File: src/rtl/axil_pkg.sv
// Shared AXI4-Lite types and constants for the write-only master subsystem.
package axil_pkg;

  localparam int unsigned AXIL_RESP_W = 2;

  typedef enum logic [AXIL_RESP_W-1:0] {
    OKAY   = 2'b00,
    EXOKAY = 2'b01,
    SLVERR = 2'b10,
    DECERR = 2'b11
  } resp_t;

  typedef enum logic [1:0] {
    IDLE   = 2'b00,
    SEND   = 2'b01,
    RESP   = 2'b10,
    REPORT = 2'b11
  } wr_mst_state_t;

endpackage

File: src/rtl/axil_valid_hold.sv
// Holds one AXI VALID until its handshake, then remembers that the channel finished.
module axil_valid_hold (
  input  logic clk,
  input  logic rst,
  input  logic i_start,
  input  logic i_ready,
  output logic o_valid,
  output logic o_done
);

  logic r_valid;
  logic r_done;

  always_ff @(posedge clk or negedge rst) begin
    if (!rst) begin
      r_valid <= 1'b0;
      r_done  <= 1'b0;
    end else if (i_start) begin
      r_valid <= 1'b1;
      r_done  <= 1'b0;
    end else if (r_valid && i_ready) begin
      r_valid <= 1'b0;
      r_done  <= 1'b1;
    end
  end

  assign o_valid = r_valid;
  assign o_done  = r_done;

endmodule

File: src/rtl/axil_wr_master.sv
// AXI4-Lite single-outstanding write initiator: one command -> one AW/W/B transaction.
// Optional AXIL_WR_ALIGN_CHECK_EN rejects misaligned addresses with SLVERR and no bus activity.
module axil_wr_master
  import axil_pkg::*;
#(
  parameter int unsigned ADDR_WIDTH = 32,
  parameter int unsigned DATA_WIDTH = 32,
  parameter int unsigned STRB_WIDTH = DATA_WIDTH / 8
) (
  input  logic                   clk,
  input  logic                   rst,
  input  logic                   cmd_valid,
  output logic                   cmd_ready,
  input  logic [ADDR_WIDTH-1:0]  cmd_addr,
  input  logic [DATA_WIDTH-1:0]  cmd_data,
  input  logic [STRB_WIDTH-1:0]  cmd_strb,
  output logic                   rsp_valid,
  output logic [AXIL_RESP_W-1:0] rsp_resp,
  output logic                   busy,
  output logic [ADDR_WIDTH-1:0]  AWADDR,
  output logic                   AWVALID,
  input  logic                   AWREADY,
  output logic [DATA_WIDTH-1:0]  WDATA,
  output logic [STRB_WIDTH-1:0]  WSTRB,
  output logic                   WVALID,
  input  logic                   WREADY,
  input  logic                   BVALID,
  input  logic [AXIL_RESP_W-1:0] BRESP,
  output logic                   BREADY
);

  wr_mst_state_t         r_state;
  logic                  r_cmd_ready;
  logic                  r_busy;
  logic                  r_bready;
  logic                  r_rsp_valid;
  resp_t                 r_rsp_resp;
  logic [ADDR_WIDTH-1:0] r_awaddr;
  logic [DATA_WIDTH-1:0] r_wdata;
  logic [STRB_WIDTH-1:0] r_wstrb;

  logic w_misaligned;
  logic w_accept;
  logic w_start;
  logic w_awvalid;
  logic w_wvalid;
  logic w_aw_done;
  logic w_w_done;
  logic w_aw_fin;
  logic w_w_fin;

`ifdef AXIL_WR_ALIGN_CHECK_EN
  localparam int unsigned LSB_W = (STRB_WIDTH > 1) ? $clog2(STRB_WIDTH) : 1;
  assign w_misaligned = |cmd_addr[LSB_W-1:0];
`else
  assign w_misaligned = 1'b0;
`endif

  assign w_accept = (r_state == IDLE) && r_cmd_ready && cmd_valid;
  assign w_start  = w_accept && !w_misaligned;

  // A channel counts as finished if it already handshook or is handshaking this edge.
  assign w_aw_fin = w_aw_done || (w_awvalid && AWREADY);
  assign w_w_fin  = w_w_done  || (w_wvalid  && WREADY);

  axil_valid_hold u_aw_hold (
    .clk     (clk),
    .rst     (rst),
    .i_start (w_start),
    .i_ready (AWREADY),
    .o_valid (w_awvalid),
    .o_done  (w_aw_done)
  );

  axil_valid_hold u_w_hold (
    .clk     (clk),
    .rst     (rst),
    .i_start (w_start),
    .i_ready (WREADY),
    .o_valid (w_wvalid),
    .o_done  (w_w_done)
  );

  // Transaction sequencing; every control output is a register of this block.
  always_ff @(posedge clk or negedge rst) begin
    if (!rst) begin
      r_state     <= IDLE;
      r_cmd_ready <= 1'b0;
      r_busy      <= 1'b0;
      r_bready    <= 1'b0;
      r_rsp_valid <= 1'b0;
      r_rsp_resp  <= OKAY;
      r_awaddr    <= '0;
      r_wdata     <= '0;
      r_wstrb     <= '0;
    end else begin
      case (r_state)
        IDLE: begin
          if (!r_cmd_ready) begin
            r_cmd_ready <= 1'b1;
          end else if (cmd_valid) begin
            r_awaddr    <= cmd_addr;
            r_wdata     <= cmd_data;
            r_wstrb     <= cmd_strb;
            r_cmd_ready <= 1'b0;
            r_busy      <= 1'b1;
            if (w_misaligned) begin
              r_rsp_valid <= 1'b1;
              r_rsp_resp  <= SLVERR;
              r_state     <= REPORT;
            end else begin
              r_state <= SEND;
            end
          end
        end
        SEND: begin
          if (w_aw_fin && w_w_fin) begin
            r_bready <= 1'b1;
            r_state  <= RESP;
          end
        end
        RESP: begin
          if (BVALID) begin
            r_rsp_resp  <= resp_t'(BRESP);
            r_rsp_valid <= 1'b1;
            r_bready    <= 1'b0;
            r_state     <= REPORT;
          end
        end
        REPORT: begin
          r_rsp_valid <= 1'b0;
          r_busy      <= 1'b0;
          r_cmd_ready <= 1'b1;
          r_state     <= IDLE;
        end
        default: r_state <= IDLE;
      endcase
    end
  end

  assign cmd_ready = r_cmd_ready;
  assign busy      = r_busy;
  assign BREADY    = r_bready;
  assign rsp_valid = r_rsp_valid;
  assign rsp_resp  = r_rsp_resp;
  assign AWADDR    = r_awaddr;
  assign WDATA     = r_wdata;
  assign WSTRB     = r_wstrb;
  assign AWVALID   = w_awvalid;
  assign WVALID    = w_wvalid;

endmodule

File: config.mk
export PLATFORM = sky130hd
export DESIGN_NAME = axil_wr_master
export DESIGN_NICKNAME = d
export VERILOG_FILES = /design/src/rtl/axil_pkg.sv /design/src/rtl/axil_valid_hold.sv /design/src/rtl/axil_wr_master.sv
export SDC_FILE = /design/constraint.sdc
export NUM_CORES = 1
export LEC_CHECK = 0
export CELL_PAD_IN_SITES_DETAIL_PLACEMENT = 1
export CELL_PAD_IN_SITES_GLOBAL_PLACEMENT = 1
export CORE_MARGIN = 4
export CORE_UTILIZATION = 34
export CTS_CLUSTER_DIAMETER = 60
export DETAILED_ROUTE_END_ITERATION = 12
export GPL_ROUTABILITY_DRIVEN = 0
export PLACE_DENSITY = 0.91
export SLEW_MARGIN = 5
export SYNTH_ARGS = -nofsm -noshare
export SYNTH_HDL_FRONTEND = slang
export SYNTH_HIERARCHICAL = 1
export SYNTH_SLANG_ARGS = --single-unit
File: constraint.sdc
create_clock -name clk -period 2.5 [get_ports clk]
set_input_delay 0.25 -clock clk [delete_from_list [all_inputs] [get_ports clk]]
set_output_delay 0.25 -clock clk [all_outputs]
set_load 0.05 [all_outputs]
Yosys cells after proc, flatten, opt, wreduce, memory -nomap -nowiden
Index checks and enable logic that the tools add are counted.

word-level totals
  input port bits = 76
  output and inout port bits = 76
  register bits = 80
  word-level logic and storage cells = 63

operators by class
  mux-type cells = 24
  reduce and logical (&&, ||, !) cells = 19
  equality and inequality tests = 7

operators with widths
  cell                  number
  $mux W1               15
  $reduce_bool A2 Y1    5
  $reduce_and A3 Y1     3
  $mux W2               4
  $ne A2 B2 Y1 const B  4
  $pmux W1 S2           4
  $pmux W2 S4           1
  $logic_and A1 B1 Y1   5
  $eq A2 B2 Y1 const B  2
  $reduce_and A2 Y1     2
  $reduce_and A4 Y1     1
  $eq A2 B1 Y1 const B  1
  $logic_not A2 Y1      1
  $logic_or A1 B1 Y1    2

Logic depth before layout (Yosys ltp)
Gate-level depths: netlist of run 1.

  depth after elaboration = 5
  mapped depth = 7

Hierarchy
The synthesis of run 1 kept the hierarchy.

by module, submodules not included
  module           sequential area each (um^2)  area an instance (um^2)  cells each  instances
  axil_wr_master   1901.8                       2976.6                   186         1
  axil_valid_hold  50.0                         70.1                     6           2

Worst setup path after synthesis of run 1
OpenSTA, ideal clock, no wires.

  path type = register -> register
  start point = reg u_w_hold.r_valid, in the netlist u_w_hold/o_valid
  end point = reg r_state[1]
  slack = 711 ps
  buffers on the path = 0
  cell stages (with the launch flop) = 5
  data required time = 2373 ps
  setup time = 127 ps
  data arrival time = 1662 ps
  path through = dfrtp_1 > a21oi_1 > or2_1 > a222oi_1 > mux2_1

on the way
  longest elaborated chain between the ends = 5

ends and longest elaborated chain
  what                                RTL line               source
  start: declaration                  axil_valid_hold.sv:11  logic r_valid;
  start signal: assignment            axil_valid_hold.sv:16  r_valid <= 1'b0;
  start signal: assignment            axil_valid_hold.sv:19  r_valid <= 1'b1;
  start signal: assignment            axil_valid_hold.sv:22  r_valid <= 1'b0;
  $logic_and A1 B1 Y1                 axil_wr_master.sv:64   assign w_w_fin = w_w_done || (w_wvalid && WREADY);
  $logic_or A1 B1 Y1                  axil_wr_master.sv:64
  $logic_and A1 B1 Y1                 axil_wr_master.sv:117  if (w_aw_fin && w_w_fin) begin
  $ne A2 B2 Y1 (no source line)       -
  $reduce_and A4 Y1 (no source line)  -
  end signal: assignment              axil_wr_master.sv:112  r_state <= SEND;
  end signal: assignment              axil_wr_master.sv:119  r_state <= RESP;
  end signal: assignment              axil_wr_master.sv:127  r_state <= REPORT;
  end: declaration                    axil_wr_master.sv:32   wr_mst_state_t r_state;

Every way passes these cells.
A chain may end at the register's enable or synchronous reset.

Worst setup path in the final report of run 1
  start point = reg r_state[1]
  end point = reg r_wdata[11], in the netlist WDATA[11]

on the way
  longest elaborated chain between the ends = 2

ends and longest elaborated chain
  what                                RTL line               source
  start signal: assignment            axil_wr_master.sv:87   r_state <= IDLE;
  start signal: assignment            axil_wr_master.sv:110  r_state <= REPORT;
  start signal: assignment            axil_wr_master.sv:112
  $logic_not A2 Y1                    axil_wr_master.sv:97   case (r_state)
  $reduce_and A3 Y1 (no source line)  -
  end signal: assignment              axil_wr_master.sv:103  r_wdata <= cmd_data;
  end: declaration                    axil_wr_master.sv:39   logic [DATA_WIDTH-1:0] r_wdata;

Every way passes these cells.

==> results of run 1 <==
-- registers in the layout, indices dropped and copies added (netlist names) --
signal / count
u_aw_hold/o_done: 1
BREADY: 1
r_state: 2
WDATA: 32
rsp_resp: 2
cmd_ready: 1
rsp_valid: 1
busy: 1
AWADDR: 32
WSTRB: 4
u_w_hold/o_done: 1
u_w_hold/o_valid: 1
u_aw_hold/o_valid: 1
-- cells in the final DEF, fill, tap and decap left out, types with 2 or more instances in the layout --
master,n
mux2_2,64
a21o_1,2
a21oi_1,5
dfrtp_1,80
nand2_1,5
clkdlybuf4s50_1,150
ha_1,4
o21ai_0,4
a22o_1,2
bufinv_16,3
clkbuf_8,10
buf_4,2
nor2_1,3
mux2_4,6
inv_1,8
-- metal layers --
layer  wire length, um  vias up
li1                  -     1000
met1              3190     1088
met2              4900       85
met3               570       11
met4               108        0
met5                 0        -
-- Yosys cell counts (all sizes together) --
library cell | n | area share
a22o | 2 | 0.0056
a21o | 2 | 0.0048
nor2 | 3 | 0.0036
a2bb2oi | 1 | 0.0028
mux2i | 1 | 0.0032
dfrtp | 80 | 0.64
nor3 | 1 | 0.0016
o21ai | 4 | 0.0064
buf | 8 | 0.019
inv | 8 | 0.0096
and3 | 1 | 0.0020
ha | 4 | 0.016
a21oi | 5 | 0.0080
mux2 | 71 | 0.26
or2 | 1 | 0.0020
a222oi | 1 | 0.0032
nand2 | 5 | 0.0060
-- worst register-to-register path, cell delays in order, from the launching register on --
cell and delay, ps:
dfrtp_1 420, inv_1 100, ha_1 240, and3_4 400, buf_4 330, mux2_2 380
-- area by class of cell --
class | count | area (um^2)
clock buffer | 11 | 141
clock inverter | 5 | 104
fill | 891 | 3830
inverter | 8 | 30.0
multi-input combinational | 102 | 1030
sequential | 80 | 2000
tap | 108 | 135
timing repair buffer | 153 | 1540
-- power by group through the flow --
stage               combinational (W)  sequential, W  clock [W]
finish                       0.000148        0.00129    0.00116
global route                 0.000160        0.00129    0.00125
CTS                          0.000151        0.00129    0.00119
detailed placement           0.000150        0.00132          0
global placement             0.000146        0.00132          0
floorplan                  0.00000383        0.00132          0
-- worst max-delay path by stage --
stage                      end  slack [ps]  depth (start not counted)        startpoint
finish               WDATA[11]         500                          5        r_state[1]
global route          WSTRB[3]         410                          5        r_state[0]
CTS                  WDATA[11]         480                          5        r_state[1]
detailed placement   WDATA[11]         510                          5        r_state[1]
global placement     WDATA[23]         600                          4         cmd_valid
floorplan           r_state[1]         710                          4  u_w_hold/o_valid
-- logic make-up (layout without fill, tap and decap cells) --
group / count (synthesis) / after routing / synth area share
AND/OR/NAND/NOR: 11 / 11 / 0.0153
flip-flops: 80 / 80 / 0.642
buffers and inverters: 16 / 177 / 0.0285
adder cells (fa/ha/maj): 4 / 4 / 0.0161
AO/OA/AOI/OAI: 15 / 15 / 0.0309
multiplexers: 72 / 72 / 0.267
-- metrics by stage --
| stage | util | hold slack (ps) | power (W) | setup slack, ps |
|---|---|---|---|---|
| after floorplan | - | -45.6 | 0.00132 | 711 |
| after global placement | 0.538 | 482 | 0.00146 | 596 |
| after detailed placement | 0.538 | 492 | 0.00147 | 507 |
| after CTS | 0.566 | 111 | 0.00264 | 479 |
| after global routing | 0.566 | 163 | 0.00270 | 412 |
| final | 0.566 | 79.3 | 0.00260 | 505 |
==> impl_metrics.env, run 1 <==
export IMPL_drv_cap=0
export IMPL_ant_nets=0
export IMPL_drtIter0Drc=27
export IMPL_clk_latency_ps=340
export IMPL_hold_violations=0
export IMPL_grt_usage=0.165
export IMPL_ioPinCount=152
export IMPL_final_setup_viol_count=0
export IMPL_tightest_slew_ps=1020
export IMPL_p_leak_nw=2.34
export IMPL_p_seq_frac=0.498
export IMPL_use_met2=0.313
export IMPL_reg2reg_from="r_state[1]"
export IMPL_post_cts_resized=0
export IMPL_dr_pass1_iters=4
export IMPL_p_sw_frac=0.196
export IMPL_drcViolationCount=0
export IMPL_area_growth_pct=59.8
export IMPL_period_minus_slack_ps=2000
export IMPL_critPathCaptureType="flip-flop"
export IMPL_dp_hpwl_um=6720
export IMPL_drive_gt1_frac=0.248
export IMPL_cts_num_sinks=80
export IMPL_grt_ovfl_total=0
export IMPL_start_util=0.354
export IMPL_dp_cells=451
export IMPL_die_w_um=104
export IMPL_io_buffers=151
export IMPL_die_h_um=104
export IMPL_global_route_usage_met3=0.0553
export IMPL_synth_distinct_cells=20
export IMPL_placed_cell_area_um2=4730
export IMPL_finalCritPeriodShare=0.798
export IMPL_path_class="reg -> reg"
export IMPL_ys_ff_latch=80
export IMPL_grtUsageMet1=0.171
export IMPL_comb_power_share=0.057
export IMPL_coreArea_um2=8810
export IMPL_cts_tree="yes"
export IMPL_crit_path_max_incr_delay_ps=420
export IMPL_internal_power_w=0.00209
export IMPL_critical_path_cell_chain="inv_1 -> ha_1 -> and3_4 -> buf_4 -> mux2_2"
export IMPL_cpMaxStageDelayCell="dfrtp_1"
export IMPL_htree_levels=3
export IMPL_cp_top_family="buffers and inverters"
export IMPL_synth_cells=198
export IMPL_postCtsHoldBufs=0
export IMPL_power_per_cell_area_nw_per_um2=521
export IMPL_rsz0062_at_grt="no"
export IMPL_final_cells=467
export IMPL_finClkSkew_ps=9.69
export IMPL_ir_drop_mv=0.303
export IMPL_num_vias=2184
export IMPL_syn_area_um2=3120
export IMPL_viasPerCell=4.68
export IMPL_numCtsBuffers=9
export IMPL_status="complete, no violations"
export IMPL_grt_busiest_layer="met2"
export IMPL_cts_buffer_depth=2
export IMPL_postCtsSetupRepairBufs=0
export IMPL_avgSynthCellArea_um2=15.7
export IMPL_die_area_um2=10800
export IMPL_timing_fmax_mhz=501
export IMPL_hp_class="in -> async"
export IMPL_cts_root_buf="clkbuf_8"
export IMPL_clkPwrFrac=0.445
export IMPL_rr_worst_depth=5
export IMPL_fin_area_um2=4980
export IMPL_worstPathBufferInverterCount=2
export IMPL_synth_fp_nets=278
export IMPL_cp_required_ps=2720
export IMPL_n_antenna_cell=0
export IMPL_drv_slew=0
export IMPL_reg2reg_slack_ps=500
export IMPL_cp_max_fo=19
export IMPL_drt_total_wl_um=8760
export IMPL_std_cell_rows=34
export IMPL_antenna_found_initial=0
export IMPL_p_sw_w=0.000509
export IMPL_clk_pin_slew_ps=90
export IMPL_grt_max_degree=81
export IMPL_setup_tns_ps=0
export IMPL_slew_headroom=0.321
export IMPL_worstPathArrival_ps=2210
export IMPL_start_kind="flip-flop"
export IMPL_wl_per_cell_um=18.8
export IMPL_first_global_vias=2576
export IMPL_nets=434
export IMPL_ys_seq_area_frac=0.642
export IMPL_yosys_warnings=6
export IMPL_grt_pass1_wl_um=14000
export IMPL_r2r_end="WDATA[11]"
(Power assumes the default switching activity.)
==> run 2: changes to the inputs <==
CORE_UTILIZATION = 31   (was 34)
PLACE_DENSITY = 0.85   (was 0.91)
clock period = 1.9 ns   (was 2.5 ns; I/O delays follow)
==> impl_metrics.env, run 2 (synthesized netlist as in run 1, its figures left out) <==
export IMPL_status="complete, no violations"
export IMPL_cts_root_buf="clkbuf_8"
export IMPL_cp_required_ps=1710
export IMPL_num_vias=2219
export IMPL_die_w_um=108
export IMPL_die_area_um2=11700
export IMPL_grt_usage=0.149
export IMPL_numCtsBuffers=9
export IMPL_fin_area_um2=5020
export IMPL_final_cells=494
export IMPL_rsz0062_at_grt="no"
export IMPL_cts_tree="yes"
export IMPL_p_sw_w=0.000643
export IMPL_final_common_cell="clkdlybuf4s50_1"
export IMPL_postCtsSetupRepairBufs=0
export IMPL_io_buffers=151
export IMPL_p_seq_frac=0.522
export IMPL_internal_power_w=0.00262
export IMPL_hold_violations=0
export IMPL_finClkSkew_ps=7.46
export IMPL_area_growth_pct=61.1
export IMPL_fin_util=0.514
export IMPL_drtIter0Drc=48
export IMPL_dp_hpwl_um=6500
export IMPL_ioPinCount=152
export IMPL_first_global_vias=2530
export IMPL_drv_slew=0
export IMPL_slew_headroom=0.633
export IMPL_std_cell_rows=36
export IMPL_p_sw_frac=0.197
export IMPL_critPathCaptureType="output port"
export IMPL_p_leak_nw=2.34
export IMPL_worstPathArrival_ps=1570
export IMPL_path_class="reg -> out"
export IMPL_die_h_um=108
export IMPL_worstPathBufferInverterCount=1
export IMPL_drcViolationCount=0
export IMPL_crit_path_max_incr_delay_ps=830
export IMPL_grt_max_degree=44
export IMPL_viasPerCell=4.49
export IMPL_wl_per_cell_um=17.2
export IMPL_cts_num_sinks=80
export IMPL_drt_total_wl_um=8490
export IMPL_hp_class="in -> async"
export IMPL_clk_latency_ps=340
export IMPL_n_antenna_cell=0
export IMPL_antenna_found_initial=0
export IMPL_grt_pass1_wl_um=13300
export IMPL_timing_fmax_mhz=567
export IMPL_nets=436
export IMPL_start_util=0.319
export IMPL_drive_gt1_frac=0.244
export IMPL_finalCritPeriodShare=0.928
export IMPL_htree_levels=3
export IMPL_power_per_cell_area_nw_per_um2=649
export IMPL_clk_pin_slew_ps=80
export IMPL_coreArea_um2=9770
export IMPL_cp_top_family="buffers and inverters"
export IMPL_drv_cap=0
export IMPL_period_minus_slack_ps=1760
export IMPL_placed_cell_area_um2=4800
export IMPL_grt_ovfl_total=0
export IMPL_setup_tns_ps=0
export IMPL_critical_path_cell_chain="clkdlybuf4s50_1"
export IMPL_dr_pass1_iters=4
export IMPL_final_setup_viol_count=0
export IMPL_start_kind="flip-flop"
export IMPL_ir_drop_mv=0.354
export IMPL_cts_buffer_depth=2
export IMPL_final_cell_mix="clkdlybuf4s50_1, dfrtp_1, mux2_2"
export IMPL_tightest_slew_ps=549
export IMPL_dp_cells=477
export IMPL_cp_max_fo=4
export IMPL_cpMaxStageDelayCell="clkdlybuf4s50_1"
export IMPL_final_fill_count=995
export IMPL_ant_nets=0
export IMPL_comb_power_share=0.061
export IMPL_clkPwrFrac=0.417
export IMPL_total_power_w=0.00326
==> run 2: cell type report <==
cell class | count | area [um^2] | share of cell area
clock buffers | 13 | 149 | 0.0296
well taps | 133 | 166 | 0.0331
flip-flops and latches | 80 | 2000 | 0.399
repair buffers | 155 | 1580 | 0.314
multi-input cells | 102 | 1030 | 0.205
clock inverters | 3 | 65.1 | 0.0130
inverters | 8 | 30.0 | 0.00598
==> run 2: power groups by stage <==
stage / Combinational [W] / Sequential [W] / Clock (W)
2_1_floorplan: 0.00000503 / 0.00174 / 0
3_3_place_gp: 0.000197 / 0.00173 / 0
3_5_place_dp: 0.000202 / 0.00173 / 0
4_1_cts: 0.000205 / 0.00170 / 0.00143
5_1_grt: 0.000216 / 0.00170 / 0.00153
6_report: 0.000200 / 0.00170 / 0.00136
==> run 2: stage by stage <==
stage / setup slack [ps] / hold WS, ps
global route: 60.2 / 416
finish: 138 / 379
detailed placement: 18.7 / 198
floorplan: 111 / -106
global placement: 108 / 197
CTS: 104 / 370
==> run 2: layer usage <==
metal,vias up,track usage,part of all wire
li1,1004,-,-
met1,1108,0.167,0.38
met2,96,0.265,0.53
met3,11,0.0454,0.079
met4,0,0.0541,0.015
met5,-,0,0
==> run 2: final timing paths <==
| kind | startpoint | endpoint | slack, ps | cells past startpoint |
|---|---|---|---|---|
| setup / recovery | u_aw_hold/o_valid | AWVALID | 140 | 1 |
| hold / removal | rst | WDATA[10] | 380 | 2 |
| setup reg to reg | r_state[0] | r_state[1] | 170 | 4 |
| hold reg to reg | AWADDR[8] | AWADDR[8] | 510 | 1 |
| max in group asynchronous | rst | AWADDR[17] | 920 | 3 |
| min in group clk | cmd_addr[16] | AWADDR[16] | 450 | 2 |
==> run 2: worst register-to-register path: cells and delay by family (launching register included) <==
| kind | cells | cell delay, ps |
|---|---|---|
| AO/OA/AOI/OAI | 1 | 490 |
| adder cells (fa/ha/maj) | 1 | 270 |
| multiplexers | 1 | 370 |
| flip-flops | 1 | 410 |
| buffers and inverters | 1 | 80 |
==> run 2: what timing repair did <==
action,CTS,global route
hold endpoints to repair,37,0
endpoints found under the setup margin,0,0
hold buffers,1,0
resized for setup,0,0
==> run 3: changes to the inputs <==
TNS_END_PERCENT = 1   (was unset)
==> results of run 3 <==
The final DEF is identical to that of run 2; final timing and power are the same.
==> patch (settings of run 1) <==
`ADDR_WIDTH`: 32 -> 16.
--- a/src/rtl/axil_wr_master.sv
+++ b/src/rtl/axil_wr_master.sv
@@ -3,7 +3,7 @@
 module axil_wr_master
   import axil_pkg::*;
 #(
-  parameter int unsigned ADDR_WIDTH = 32,
+  parameter int unsigned ADDR_WIDTH = 16,
   parameter int unsigned DATA_WIDTH = 32,
   parameter int unsigned STRB_WIDTH = DATA_WIDTH / 8
 ) (
Interface: changed (resized AWADDR and cmd_addr); port bits go from 152 to 120. No check against the original RTL was run, so the function may have changed too.
==> patch against run 1 <==
  * Setup slack gained 0.20 ns
  * Design area shrank 19%
  * Synthesized area down 20%
  * Combinational power shrank 18%
  * Sequential cell count fell by 16
  * Die area decreased by 19%
  * Power down 18%
  * Routed wire length is 26% lower
  * Critical path type is now reg -> out
  * Largest cell class unchanged
==> patch: results (changes against run 1) <==
status: "completed"
leakagePower_nw: 1.95  # -17%
worstMarginPinSlew_ns: 0.537  # -0.481 ns
seq_area_sq_mm: 0.00160  # -20%
dp_cells: 378  # -16%
placed_area_sq_mm: 0.00380  # -20%
post_synth.cell_area_avg_sq_um: 15.1  # -3.8%
place_ws_ns: 0.614  # +0.107 ns
crit_start: "u_w_hold/o_valid"
clk-insertion-delay-late_ns: 0.32  # -0.02 ns
worst_path_largest_cell_delay_ns: 0.82  # +0.40 ns
slowest_stage: "clkdlybuf4s50_1"
clock_area_frac: 0.0550  # +0.00571
synth_compound_area_frac: 0.0388  # +0.00790
viasPerCell: 4.55  # -2.6%
grt_max_degree: 33  # -59%
synth_area_leaders: "dfrtp_1, mux2_2, ha_1, inv_1, a21oi_1"
synthMuxAreaShare: 0.254  # -0.0134
num_tap_cells: 96  # -11%
wl_met2_mm: 3.52  # -28%
grt.met1_usage: 0.167  # -0.00375
drtIter0Drc: 43  # +59%
multiInputGateArea_sq_um: 827  # -20%
p_int_mw: 1.71  # -18%
vias: 1799  # -18%
num-nonclk-inverters: 9  # +1
avgRoutedWirePerCell_um: 16.4  # -13%
sh_seq_area: 0.397  # -0.00462
cp.arrival_ns: 1.54  # -0.67 ns
grt_usage: 0.156  # -0.00946
clk_pin_slew_worst_paths_ns: 0.07  # -0.02 ns
-- patch: changes by cell type after synthesis, moves of 3 or more --
cell,run 1,this run
mux2_2,64,54
dfrtp_1,80,64
mux2_4,6,0
buf_6,3,0
-- patch: power by group through the flow --
stage	combinational, mW	sequential [mW]	clock [mW]
2_1_floorplan	0.00370	1.06	0
3_3_place_gp	0.118	1.05	0
6_report	0.121	1.03	0.977
5_1_grt	0.132	1.03	1.06
4_1_cts	0.124	1.03	1.01
3_5_place_dp	0.122	1.05	0
-- patch: worst paths after layout --
kind / cells past startpoint / end / slack (ns)
max: 1 / WVALID / 0.71
min: 2 / WDATA[13] / 0.42
max reg2reg: 5 / WDATA[0] / 0.76
min reg2reg: 1 / WDATA[6] / 0.51
max in group asynchronous: 3 / AWADDR[2] / 1.36
min in group clk: 1 / WDATA[6] / 0.51
